===== config.mk =====
export PLATFORM = sky130hd
export DESIGN_NAME = pilot_sym_sched
export DESIGN_NICKNAME = d
export VERILOG_FILES = /design/src/rtl/pilot_sym_sched.sv
export SDC_FILE = /design/constraint.sdc
export NUM_CORES = 1
export LEC_CHECK = 0
export ABC_AREA = 1
export CAP_MARGIN = 5
export CORE_MARGIN = 4
export CORE_UTILIZATION = 49
export DETAILED_ROUTE_END_ITERATION = 12
export PLACE_DENSITY = 0.8
export SETUP_SLACK_MARGIN = 0.5
export SLEW_MARGIN = 10
export SYNTH_ARGS = -nofsm -noshare
export SYNTH_HDL_FRONTEND = slang
export SYNTH_SLANG_ARGS = --single-unit

===== constraint.sdc =====
create_clock -name sched_clk -period 3.19 [get_ports sched_clk]
set_input_delay 0.4785 -clock sched_clk [delete_from_list [all_inputs] [get_ports sched_clk]]
set_output_delay 0.4785 -clock sched_clk [all_outputs]
set_load 0.1 [all_outputs]

===== src/rtl/pilot_sym_sched.sv =====
// Frame scheduler for the pilot stage: 48 data slots plus a drain gap per symbol, with PN127 pilot polarity.
// dout_* 1-cycle latency; up_ready only in slot cycles, a starved slot is zero-padded so the burst never breaks.
module pilot_sym_sched #(
    parameter int DATAWIDTH  = 16,
    parameter int GAP_CYCLES = 16,
    parameter int SYM_W      = 8
) (
    input  logic                 sched_clk,
    input  logic                 sched_rst,
    input  logic                 frame_start,
    input  logic [SYM_W-1:0]     num_symbols,
    input  logic                 up_valid,
    input  logic [DATAWIDTH-1:0] up_real,
    input  logic [DATAWIDTH-1:0] up_imag,
    output logic                 up_ready,
    output logic [5:0]           dout_index,
    output logic                 dout_valid,
    output logic [DATAWIDTH-1:0] dout_real,
    output logic [DATAWIDTH-1:0] dout_imag,
    output logic                 pilot_pol,
    output logic [SYM_W-1:0]     sym_cnt,
    output logic                 busy,
    output logic                 frame_done,
    output logic                 err_underrun
);
    localparam int GAP_W = (GAP_CYCLES > 1) ? $clog2(GAP_CYCLES) : 1;

    localparam logic [1:0] S_IDLE = 2'd0;
    localparam logic [1:0] S_LOAD = 2'd1;
    localparam logic [1:0] S_GAP  = 2'd2;
    localparam logic [1:0] S_DONE = 2'd3;

    logic [1:0]           state_q, state_d;
    logic [5:0]           slot_q, slot_d;
    logic [GAP_W-1:0]     gap_q, gap_d;
    logic [SYM_W-1:0]     sym_q, sym_d;
    logic [SYM_W-1:0]     nsym_q, nsym_d;
    logic [6:0]           lfsr_q, lfsr_d;
    logic                 pol_q, pol_d;
    logic                 dvld_q, dvld_d;
    logic [5:0]           didx_q, didx_d;
    logic [DATAWIDTH-1:0] dre_q, dre_d;
    logic [DATAWIDTH-1:0] dim_q, dim_d;
    logic                 und_q, und_d;
    logic [6:0]           lfsr_src;
    logic                 lfsr_fb;

    // A new frame steps from the seed rather than from whatever the previous frame left behind.
    assign lfsr_src = (state_q == S_IDLE) ? 7'h7F : lfsr_q;
    assign lfsr_fb  = lfsr_src[6] ^ lfsr_src[3];

    always_comb begin
        state_d = state_q;
        slot_d  = slot_q;
        gap_d   = gap_q;
        sym_d   = sym_q;
        nsym_d  = nsym_q;
        lfsr_d  = lfsr_q;
        pol_d   = pol_q;
        dvld_d  = 1'b0;
        didx_d  = 6'd0;
        dre_d   = '0;
        dim_d   = '0;
        und_d   = 1'b0;
        case (state_q)
            S_IDLE: begin
                if (frame_start) begin
                    sym_d  = '0;
                    nsym_d = num_symbols;
                    lfsr_d = 7'h7F;
                    if (num_symbols != '0) begin
                        state_d = S_LOAD;
                        slot_d  = 6'd0;
                        lfsr_d  = {lfsr_src[5:0], lfsr_fb};
                        pol_d   = lfsr_fb;
                    end else begin
                        state_d = S_DONE;
                    end
                end
            end
            S_LOAD: begin
                dvld_d = 1'b1;
                didx_d = slot_q;
                if (up_valid) begin
                    dre_d = up_real;
                    dim_d = up_imag;
                end else begin
                    und_d = 1'b1;
                end
                if (slot_q == 6'd47) begin
                    state_d = S_GAP;
                    gap_d   = '0;
                end else begin
                    slot_d = slot_q + 6'd1;
                end
            end
            S_GAP: begin
                if (gap_q == GAP_W'(GAP_CYCLES - 1)) begin
                    if (sym_q == nsym_q - SYM_W'(1)) begin
                        state_d = S_DONE;
                    end else begin
                        state_d = S_LOAD;
                        sym_d   = sym_q + SYM_W'(1);
                        slot_d  = 6'd0;
                        lfsr_d  = {lfsr_src[5:0], lfsr_fb};
                        pol_d   = lfsr_fb;
                    end
                end else begin
                    gap_d = gap_q + GAP_W'(1);
                end
            end
            default: state_d = S_IDLE;
        endcase
    end

    always_ff @(posedge sched_clk or posedge sched_rst) begin
        if (sched_rst) begin
            state_q <= S_IDLE;
            slot_q  <= '0;
            gap_q   <= '0;
            sym_q   <= '0;
            nsym_q  <= '0;
            lfsr_q  <= 7'h7F;
            pol_q   <= 1'b0;
            dvld_q  <= 1'b0;
            didx_q  <= '0;
            dre_q   <= '0;
            dim_q   <= '0;
            und_q   <= 1'b0;
        end else begin
            state_q <= state_d;
            slot_q  <= slot_d;
            gap_q   <= gap_d;
            sym_q   <= sym_d;
            nsym_q  <= nsym_d;
            lfsr_q  <= lfsr_d;
            pol_q   <= pol_d;
            dvld_q  <= dvld_d;
            didx_q  <= didx_d;
            dre_q   <= dre_d;
            dim_q   <= dim_d;
            und_q   <= und_d;
        end
    end

    assign up_ready     = (state_q == S_LOAD);
    assign busy         = (state_q == S_LOAD) || (state_q == S_GAP);
    assign frame_done   = (state_q == S_DONE);
    assign dout_valid   = dvld_q;
    assign dout_index   = didx_q;
    assign dout_real    = dre_q;
    assign dout_imag    = dim_q;
    assign err_underrun = und_q;
    assign pilot_pol    = pol_q;
    assign sym_cnt      = sym_q;
endmodule


==> results of run 1 <==
cells in the final DEF, fill, tap and decap left out:
master,n
bufinv_16,2
clkinv_1,1
clkinv_4,1
xor2_1,6
nand2_4,1
nand2_1,94
nor2_2,5
or2_1,1
o21ai_1,1
nand4_1,14
nor3_1,2
buf_4,41
nand2_8,1
dfrtp_1,69
o21ai_0,16
buf_12,1
nor2_1,59
inv_2,3
inv_1,65
o31ai_1,1
inv_8,1
o21ai_2,9
inv_6,3
clkdlybuf4s50_1,56
a31o_2,1
nand3_2,1
dfstp_2,7
o22ai_1,2
nand3b_1,2
clkbuf_8,9
or2_2,6
xnor2_1,4
a21oi_1,3
nand2_2,11
nand3_1,24
ha_1,8
kinds of logic after synthesis:
| logic type | synth area share, % |
|---|---|
| XOR/XNOR | 2.40 |
| adder cells (fa/ha/maj) | 2.75 |
| flip-flops | 52.4 |
| AND/OR/NAND/NOR | 27.2 |
| buffers and inverters | 9.54 |
| AO/OA/AOI/OAI | 5.70 |
metal layers:
| metal | vias up | wire length, um | GRT usage, % |
|---|---|---|---|
| met5 | - | 0 | 0 |
| met4 | 0 | 176 | 8.78 |
| met3 | 15 | 867 | 8.89 |
| met2 | 100 | 3750 | 31.4 |
| met1 | 1387 | 3330 | 23.9 |
| li1 | 1514 | - | - |
worst paths after layout:
path	end	start	depth (start not counted)	slack [ns]
hold reg to reg	lfsr_q[3]	lfsr_q[3]	2	0.47
min in group asynchronous	dout_real[5]	sched_rst	2	0.51
max in group asynchronous	lfsr_q[3]	sched_rst	3	1.95
setup reg to reg	sym_cnt[3]	state_q[0]	12	0.94
hold / removal	lfsr_q[3]	lfsr_q[3]	2	0.47
setup / recovery	dout_index[0]	dout_index[0]	1	0.83
Yosys cell counts (all sizes together):
| cell type | count |
|---|---|
| ha | 8 |
| o22ai | 2 |
| xor2 | 6 |
| nand3 | 25 |
| o21ai | 26 |
| nand3b | 2 |
| xnor2 | 4 |
| inv | 68 |
| or2 | 7 |
| clkbuf | 5 |
| dfstp | 7 |
| nand4 | 14 |
| clkinv | 1 |
| nor3 | 2 |
| nand2 | 107 |
| nor2 | 64 |
| a21oi | 3 |
| a31o | 1 |
| buf | 7 |
| o31ai | 1 |
| dfrtp | 69 |
report_power, final:
group / internal (mW) / switching [mW]
combinational: 0.0525 / 0.0338
clock: 0.455 / 0.396
sequential: 0.963 / 0
total: 1.47 / 0.430
layout make-up:
| cell class | count | area, sq um |
|---|---|---|
| clock buffers | 9 | 124 |
| clock inverters | 7 | 106 |
| fillers | 589 | 2450 |
| inverters | 69 | 259 |
| multi-input cells | 272 | 1390 |
| flip-flops and latches | 76 | 1910 |
| well taps | 99 | 124 |
| repair buffers | 98 | 888 |
state kept, by name, summed over array words and instances (netlist names):
signal	cells
err_underrun	1
dout_valid	1
dout_real	16
dout_imag	16
state_q	2
lfsr_q	7
slot_q	6
nsym_q	8
pilot_pol	1
dout_index	6
sym_cnt	8
gap_q	4
stage by stage:
step | worst slack (ns) | hold WS [ns] | total power [mW] | area, sq um | cells
floorplan | 0.747 | 0.442 | 1.01 | 3650 | 429
global placement | 1.06 | 0.450 | 1.07 | 4570 | 614
detailed placement | 0.929 | 0.458 | 1.07 | 4570 | 614
global route | 0.633 | 0.489 | 1.97 | 4800 | 630
CTS | 0.812 | 0.471 | 1.92 | 4800 | 630
finish | 0.832 | 0.466 | 1.90 | 4800 | 630
==> results.cfg, run 1 <==
[sta]
slew_headroom_pct = 33.0
maxSlewViolCount = 0
period_minus_slack_ns = 2.36
finalHoldViolations = 0
skew_ns = 0.00888
setup_violations = 0
fmax_ghz = 0.424
finalCritPeriodShare_pct = 73.9
worstMarginPinSlew_ns = 1.00
fin_tns_setup_ns = 0
rsz0062_at_grt = false

[logic_synthesis]
seq_area_frac_synth_pct = 52.4
yosys.cell_types.count = 32
yosys.area.top_type_share_pct = 47.4
syn-num-nets = 481
synth_area_leader_cell = dfrtp_1
synth_area_sq_um = 3650
avgSynthCellArea_sq_um = 8.50
yosys-top-cells-area = dfrtp_1, nand2_1, inv_1
synthCells = 429
ys_ff_latch = 76
synth_warnings = 0

[worst_setup_path]
critPathTopFamily = buffers and inverters
worst-setup-path-type = flip-flop to output port
cp_slowest_cell = clkdlybuf4s50_1
cp.arrival_ns = 1.88
cp_num_buf_inv = 1
worstPathRequired_ns = 2.71
slowest_delay_ns = 1.15
worstPathMaxFanout = 1
end_kind = output port
cp-start-kind = flip-flop
cp_cell_sequence = clkdlybuf4s50_1

[routing]
drt_first_pass_iters = 4
drtAntennaViolNets = 0
drt-total-wl_um = 8130
vias = 3016
wire_per_inst_um = 12.9
drtIter0Drc = 176
drc = 0
via_per_inst = 4.79

[die]
placementRows = 31
ioPinCount = 96
dieHeight_um = 94.3
start_util_pct = 50.3
coreArea_sq_um = 7250
die_area_sq_um = 8880
die_x_um = 94.3

[power_and_ir_drop]
p_per_area_nw_per_um2 = 396
peakVddDrop_v = 0.000289
p_leak_nw = 2.60

[grt]
grt_max_degree = 34
grtUsageTotal_pct = 20.1
antenna_found_initial = 0
grt_pass1_vias = 3002
grt_overflow = 0
grt_pass1_wl_um = 13900

[clock_tree]
cts_root_buffer = clkbuf_8
clk_path_buf_depth = 2
h-tree-depth = 3
path_clk_slew_ns = 0.09
cts_buffers = 9
hold_buffers = 0
cts.sinks = 76
post_cts_buffers = 0
cts_resized = 0
clk_latency_ns = 0.36
cts_tree = done

[placed_design]
io_buffers = 95
dp_hpwl_um = 6020
place_congestion = 0.806

[outcome]
outcome = completed

[finish]
utilization_pct = 66.2
antenna_cells = 0
syn_to_final_growth_pct = 31.6
drive_gt1_share_pct = 19.4
finalNetCount = 578

[job]
maxCapViolCount = 0

[min_path]
hold_path_class = flip-flop to flip-flop
(Power assumes the default switching activity.)
==> run 2: changes to the inputs <==
- clock period: 3.19 -> 2.4 ns (I/O delays scaled with it)
==> results.cfg, run 2 (synthesis results as in run 1) <==
[die]
placementRows = 31
die_x_um = 94.3
dieHeight_um = 94.3
die_area_sq_um = 8880
coreArea_sq_um = 7250
start_util_pct = 50.3
ioPinCount = 96

[finish]
final_common_cell = nand2_1
utilization_pct = 69.4
syn_to_final_growth_pct = 38.1
drive_gt1_share_pct = 29.2
finalNetCount = 592
layout_common_cells = nand2_1, inv_1, dfrtp_1
antenna_cells = 0

[clock_tree]
cts_root_buffer = clkbuf_8
clk_latency_ns = 0.35
cts.sinks = 76
h-tree-depth = 3
path_clk_slew_ns = 0.08
cts_buffers = 9
clk_path_buf_depth = 2
cts_tree = done

[worst_setup_path]
r2r_slack_ns = 0.54
cp-start-kind = flip-flop
rr_startpoint = nsym_q[0]
end_kind = flip-flop
worst-setup-path-type = flip-flop to flip-flop
regToRegEndpoint = sym_cnt[4]
critPathTopFamily = simple AND/OR/NAND/NOR gates
ff2ff_path_depth = 11
worstPathMaxFanout = 6
slowest_delay_ns = 0.41
cp_cell_sequence = inv_2, ha_4, a21oi_1, nand2_1, nor2_2, nand3_2, nor2_4, nand2_8, nand2_8, nand2_1, o21ai_2
cp.arrival_ns = 2.13
cp_num_buf_inv = 1
cp_slowest_cell = dfrtp_2
worstPathRequired_ns = 2.67

[sta]
maxSlewViolCount = 0
period_minus_slack_ns = 1.86
worstMarginPinSlew_ns = 0.640
fin_ws_ns = 0.537
rsz0062_at_grt = true
finalHoldViolations = 0
fmax_ghz = 0.537
setup_violations = 0
slew_headroom_pct = 57.3
fin_tns_setup_ns = 0
finalCritPeriodShare_pct = 77.6
skew_ns = 0.0119

[placed_design]
dp_hpwl_um = 5990
place_congestion = 0.800
place_ws_ns = 0.176
io_buffers = 95

[min_path]
hold_path_class = input pin to asynchronous set/reset pin

[power_and_ir_drop]
peakVddDrop_v = 0.000362
total_power_mw = 2.27
p_leak_nw = 2.65
p_per_area_nw_per_um2 = 451

[routing]
drt_first_pass_iters = 4
wire_per_inst_um = 13.5
drt-total-wl_um = 8650
drtAntennaViolNets = 0
vias = 3143
drtIter0Drc = 155
drc = 0
via_per_inst = 4.89

[grt]
grtUsageTotal_pct = 20.9
antenna_found_initial = 0
grt_pass1_vias = 3237
grt_overflow = 0
grt_max_degree = 33
grt_pass1_wl_um = 14400

[job]
maxCapViolCount = 0

[outcome]
outcome = completed
==> run 2: changes by cell type in the layout (fill, tap and decap cells not counted), moves of 4 or more <==
cell and delta:
nand2_1 -6, dfrtp_2 +9, nand2_4 +4, nand2_8 +4, clkdlybuf4s50_1 -13, dfrtp_1 -9, ha_1 -5, buf_4 +18
==> run 2: report_power, final <==
group,switching [mW],internal (mW)
registers,0,1.28
logic,0.0469,0.0701
clock network,0.454,0.422
total,0.501,1.77
==> run 2: what timing repair did <==
item	4_1_cts	5_1_grt
gates resized for setup	16	22
gates cloned	6	0
hold buffers	0	0
setup buffers	6	2
endpoints found under the hold margin	0	0
endpoints found under the setup margin	24	25
pin swaps	4	9
==> run 2: how the worst max path moves through the flow <==
| stage | from | endpoint | slack [ns] | depth (start not counted) |
|---|---|---|---|---|
| after global routing | state_q[0] | sym_cnt[4] | 0.44 | 12 |
| after floorplan | state_q[1] | gap_q[3] | 0.48 | 9 |
| after global placement | state_q[0] | sym_cnt[4] | 0.27 | 12 |
| after detailed placement | state_q[0] | sym_cnt[5] | 0.18 | 12 |
| after CTS | state_q[1] | busy | 0.50 | 3 |
| final | nsym_q[0] | sym_cnt[4] | 0.54 | 11 |
==> run 2: cell type report <==
cell class | count | area, sq um
clock inverters | 4 | 25.0
multi-input cells | 278 | 1610
flip-flops and latches | 76 | 1920
fillers | 567 | 2220
inverters | 69 | 264
repair buffers | 106 | 936
clock buffers | 11 | 151
well taps | 99 | 124
==> run 2: stage by stage <==
stage | std cells | hold slack, ns | cell area, sq um
after floorplan | 429 | 0.426 | 3670
after global placement | 614 | 0.451 | 4570
after detailed placement | 614 | 0.460 | 4570
after CTS | 641 | 0.453 | 4930
after global routing | 643 | 0.485 | 5040
final | 643 | 0.440 | 5040
==> run 2: per-layer routing <==
layer | global-route usage, % | wire (um) | up-vias
met5 | 0 | 0 | -
met4 | 7.22 | 99 | 0
met3 | 8.89 | 880 | 12
met2 | 35.9 | 4350 | 109
met1 | 23.1 | 3320 | 1469
li1 | - | - | 1553
==> run 2: worst register-to-register path: stages, from the launching register on <==
cell and delay (ns):
dfrtp_2 0.41, inv_2 0.08, ha_4 0.20, a21oi_1 0.13
nand2_1 0.07, nor2_2 0.10, nand3_2 0.10, nor2_4 0.25
nand2_8 0.16, nand2_8 0.15, nand2_1 0.08, o21ai_2 0.06
==> edit 1 (config.mk and constraints of run 2) <==
Change the parameter `SYM_W` from 8 to 6.
--- a/src/rtl/pilot_sym_sched.sv
+++ b/src/rtl/pilot_sym_sched.sv
@@ -3,7 +3,7 @@
 module pilot_sym_sched #(
     parameter int DATAWIDTH  = 16,
     parameter int GAP_CYCLES = 16,
-    parameter int SYM_W      = 8
+    parameter int SYM_W      = 6
 ) (
     input  logic                 sched_clk,
     input  logic                 sched_rst,
Interface: changed (resized num_symbols and sym_cnt); port bits go from 96 to 92. The function was not compared with the original's and may differ.
==> edit 1 against run 2 <==
  * Sequential cell count fell by 4
  * Final area fell by 12%
  * Fmax rose by 0.69%
  * Wire length fell by 15%
  * Worst setup slack improved by 0.013 ns
  * Count of clock-buffer cells in the layout fell by 2
  * First-iteration DRC count fell by 23%
  * Sequential share of layout area rose by 2.7 points
  * Core utilization fell by 0.62 points
  * Synthesized area fell by 9.3%
Power is not compared: it rests on default switching activity, and its combinational part moved more than twofold at a synthesized area within 25%.
==> edit 1: results (changes against run 2) <==
** Critical path
- Slowest CP cell :: sky130_fd_sc_hd__dfrtp_1
- The peak per-stage delay on the critical path came to 0.38 ns (-0.03 ns).
- Reg2reg end :: lfsr_q[1]$_DFFE_PP1P_

** Global route
- Pin count of the biggest net entering global routing :: 42 (+27%)
- The overall track demand over capacity in global routing was 0.189 (-0.0195).
- The global routing usage on met3 came to 0.0927 (+0.00371).
- First-pass GRT wire length :: 12400 um (-14%)

** Layout
- Ratio of cells with drive above 1 in the final layout :: 0.265 (-0.0276)
- The fill cell total of the finished layout is 500 (-12%).
- Post-layout nets :: 521 (-12%)

** Synth
- The sequential-to-total area share from yosys stat is 0.548 (+0.0237).
- Nets in the synthesized netlist :: 421 (-12%)
- The number of distinct standard cells referenced by the synthesized netlist came to 34 (+6.3%).
- Post-synthesis average cell area :: 8.91 um2 (+4.8%)
- Ranked by total cell area, the synthesized netlist is headed by sky130_fd_sc_hd__dfrtp_1 49%, sky130_fd_sc_hd__nand2_1 8.7%, sky130_fd_sc_hd__nor2_1 6.7%, sky130_fd_sc_hd__inv_1 6.6%, sky130_fd_sc_hd__dfstp_2 5.6%.

** Drt
- Drt initial violations :: 119 (-23%)
- WL met1 :: 3110 um (-6.2%)
- Routed wire length on met3 :: 827 um (-6.0%)
- The routed length per placed instance was 13.3 um (-0.86%).
- The total iterations of the first detailed-routing run came to 5 (+1).

** Place
- Placement Setup Slack :: 0.302 ns (+0.126 ns)
- The count of port buffers added during placement is 91 (-4.2%).
- Detailed placement HPWL :: 5490 um (-8.4%)
- The cell area reported after detailed placement was 0.00415 mm2 (-9.0%).

** Run status
- The run finished with clean final reports.

** STA
- Final hold slack :: 0.348 ns (-0.0918 ns)
- The worst-case clock skew was 0.0123 ns (+0.000400 ns).
edit 1: logic make-up after synthesis:
| family | Yosys count | synth area share |
|---|---|---|
| and+or+nand+nor | 177 | 0.236 |
| xor gates and xnor gates | 8 | 0.0212 |
| muxes | 1 | 0.00341 |
| adders and majority gates | 8 | 0.0303 |
| buffers and inverters | 72 | 0.0961 |
| AOI/OAI and AO/OA | 33 | 0.0651 |
| DFF | 72 | 0.548 |
edit 1: final cells by class:
type	instances	area (um2)	area share
flip-flops and latches	72	1820	0.409
inverters	62	239	0.0538
repair buffers	97	847	0.191
well taps	77	96.3	0.0217
clock inverters	7	70.1	0.0158
clock buffers	9	124	0.0279
multi-input cells	229	1250	0.281
edit 1: timing repair:
| action | in CTS | in global routing |
|---|---|---|
| endpoints found under the setup margin | 15 | 22 |
| resized for setup | 4 | 8 |
| hold buffers | 0 | 0 |
| gates cloned | 1 | 1 |
| buffers inserted | 0 | 3 |
==> edit 2 (flow settings as in run 2) <==
Made on the original files. Register the output `sym_cnt` once more, with the module's reset; this adds one clock of latency there. The other outputs are not delayed to match.
--- a/src/rtl/pilot_sym_sched.sv
+++ b/src/rtl/pilot_sym_sched.sv
@@ -152,6 +152,12 @@
     assign dout_imag    = dim_q;
     assign err_underrun = und_q;
     assign pilot_pol    = pol_q;
-    assign sym_cnt      = sym_q;
+    always_ff @(posedge sched_clk or posedge sched_rst) begin
+        if (sched_rst) begin
+            sym_cnt <= '0;
+        end else begin
+            sym_cnt <= sym_q;
+        end
+    end
 endmodule
 
Behaviour: same outputs for any inputs over 10 cycles, from zero or initial values and one cycle with sched_rst high; that may be too few to reach the edited logic, so the function may still have changed.
==> edit 2 against run 2 <==
  * Sequential cell count is 8 higher
  * Largest power group unchanged
  * Critical path depth is 2 higher
  * Wire length is 3.3% higher
  * Final area is 4.1% higher
  * Cell count is 0.62% lower
  * Via count is 0.32% higher
  * Synthesized area is 2.8% higher
  * Total power is 13% higher
  * Clock power is 18% higher
  * Sequential power is 10% higher
  * Worst setup slack worse by 0.098 ns
==> edit 2: results (changes against run 2) <==
** Run status
- The run finished with clean final reports.

** Drt
- WL final :: 8940 um (+3.3%)
- Drt initial violations :: 160 (+3.2%)
- The routed length on met1 is 3570 um (+7.4%).
- Number of optimization iterations in the first detailed-route pass :: 5 (+1)
- The met2 wire length came to 4420 um (+1.6%).
- Via count of the routed design :: 3153 (+0.32%)

** Place
- The number of cells after detailed placement came to 612 (-0.33%).
- The cell area reported after detailed placement was 0.00471 mm2 (+3.2%).
- Global placer's final weighted congestion :: 0.861 (+7.7%)
- The half-perimeter wire length after detailed placement came to 5990 um (about the same).

** Synth
- Post-synthesis sequential area ratio :: 0.563 (+0.0391)
- Nets in the synthesized netlist :: 475 (-1.2%)
- Top post-synthesis cells by area :: sky130_fd_sc_hd__dfrtp_1 51%, sky130_fd_sc_hd__nand2_1 9.0%, sky130_fd_sc_hd__inv_1 6.7%, sky130_fd_sc_hd__nor2_1 5.8%, sky130_fd_sc_hd__dfstp_2 4.9%
- Counting instances in the post-synthesis netlist gives the leading cell types as 90 x sky130_fd_sc_hd__nand2_1, 77 x sky130_fd_sc_hd__dfrtp_1, 67 x sky130_fd_sc_hd__inv_1.

** Critical path
- In this run the critical register-to-register path is launched from state_q[0]$_DFFE_PP0P_.
- Slowest CP cell :: sky130_fd_sc_hd__dfrtp_1
- The arrival time at the worst endpoint was 2.24 ns (+0.11 ns).
- The biggest fanout along the worst timing path came to 7 (+1).

** Global route
- Via count of the first global-routing pass :: 3047 (-5.9%)
- The wire length of the first global-routing pass is 13600 um (-5.6%).
- Met2 GRT Util :: 0.306 (-0.0538)

** STA
- The worst-case clock skew was 0.0103 ns (-0.00156 ns).
- Actual slew at the worst max-slew pin :: 0.640 ns (+0.000153 ns)

** Power and ir drop
- Standby leakage power :: 2.71 nW (+2.1%)
- Maximum VDD drop :: 0.329 mV (-9.1%)

** Layout
- The final cell count without fillers came to 639 (-0.62%).
- The total number of nets in the final design came to 587 (-0.84%).
edit 2: cell count changes in the layout (fill, tap and decap cells not counted), sizes merged, moves of 5 or more:
cell	before	now
dfrtp	69	77
nor3	2	7
o21ai	26	31
nand4	14	9
inv	67	73
nor2	65	59
nand2	112	93
edit 2: cell type report:
| class | count | area [um2] | share of cell area |
|---|---|---|---|
| sequential | 84 | 2110 | 0.403 |
| multi-input combinational | 257 | 1490 | 0.284 |
| timing repair buffer | 112 | 1040 | 0.199 |
| inverter | 71 | 274 | 0.0523 |
| clock buffer | 9 | 124 | 0.0236 |
| tap | 99 | 124 | 0.0236 |
| clock inverter | 7 | 80.1 | 0.0153 |
edit 2: worst max-delay path: cells and delay by family, from the launching register on:
| family | cells | cell delay (ns) |
|---|---|---|
| DFF | 1 | 0.40 |
| and+or+nand+nor | 7 | 0.74 |
| adders and majority gates | 1 | 0.19 |
| buffers and inverters | 3 | 0.36 |
| AOI/OAI and AO/OA | 2 | 0.21 |
edit 2: path summary, 6_finish.rpt:
path	end	slack [ns]	cells past startpoint
setup reg to reg	lfsr_q[6]$_DFFE_PP1P_	0.44	13
min in group sched_clk	lfsr_q[1]$_DFFE_PP1P_	0.48	2
hold reg to reg	lfsr_q[1]$_DFFE_PP1P_	0.48	2
hold / removal	sym_q[0]$_DFFE_PP0P_	0.44	2
max in group asynchronous	lfsr_q[4]$_DFFE_PP1P_	1.32	3
setup / recovery	lfsr_q[6]$_DFFE_PP1P_	0.44	13
edit 2: what timing repair did:
item | in CTS | in global routing
hold buffers | 0 | 0
cloned | 1 | 2
endpoints found under the setup margin | 21 | 27
gates resized for setup | 7 | 46
hold endpoints to repair | 0 | 0
pin swaps | 1 | 11
setup buffers | 4 | 4
edit 2: per-stage QoR:
stage	setup WS, ns	hold slack (ns)	total power, W
5_1_grt	0.369	0.463	0.00268
6_report	0.439	0.443	0.00257
4_1_cts	0.531	0.448	0.00259
2_1_floorplan	0.515	0.413	0.00148
3_5_place_dp	0.318	0.470	0.00156
3_3_place_gp	0.406	0.454	0.00156
edit 2: kinds of logic after synthesis:
group	after synthesis	synth area share
xor+xnor	8	0.0187
buf+inv	82	0.0898
simple gates	200	0.232
compound gates	41	0.0698
flops	84	0.563
fa+ha+maj	8	0.0267
edit 2: power by group:
part | total, W | internal [W] | switching [W] | leakage [nW]
registers | 0.00141 | 0.00141 | 0 | 1.10
logic | 0.000119 | 0.0000711 | 0.0000480 | 1.51
clock network | 0.00103 | 0.000496 | 0.000539 | 0.0973
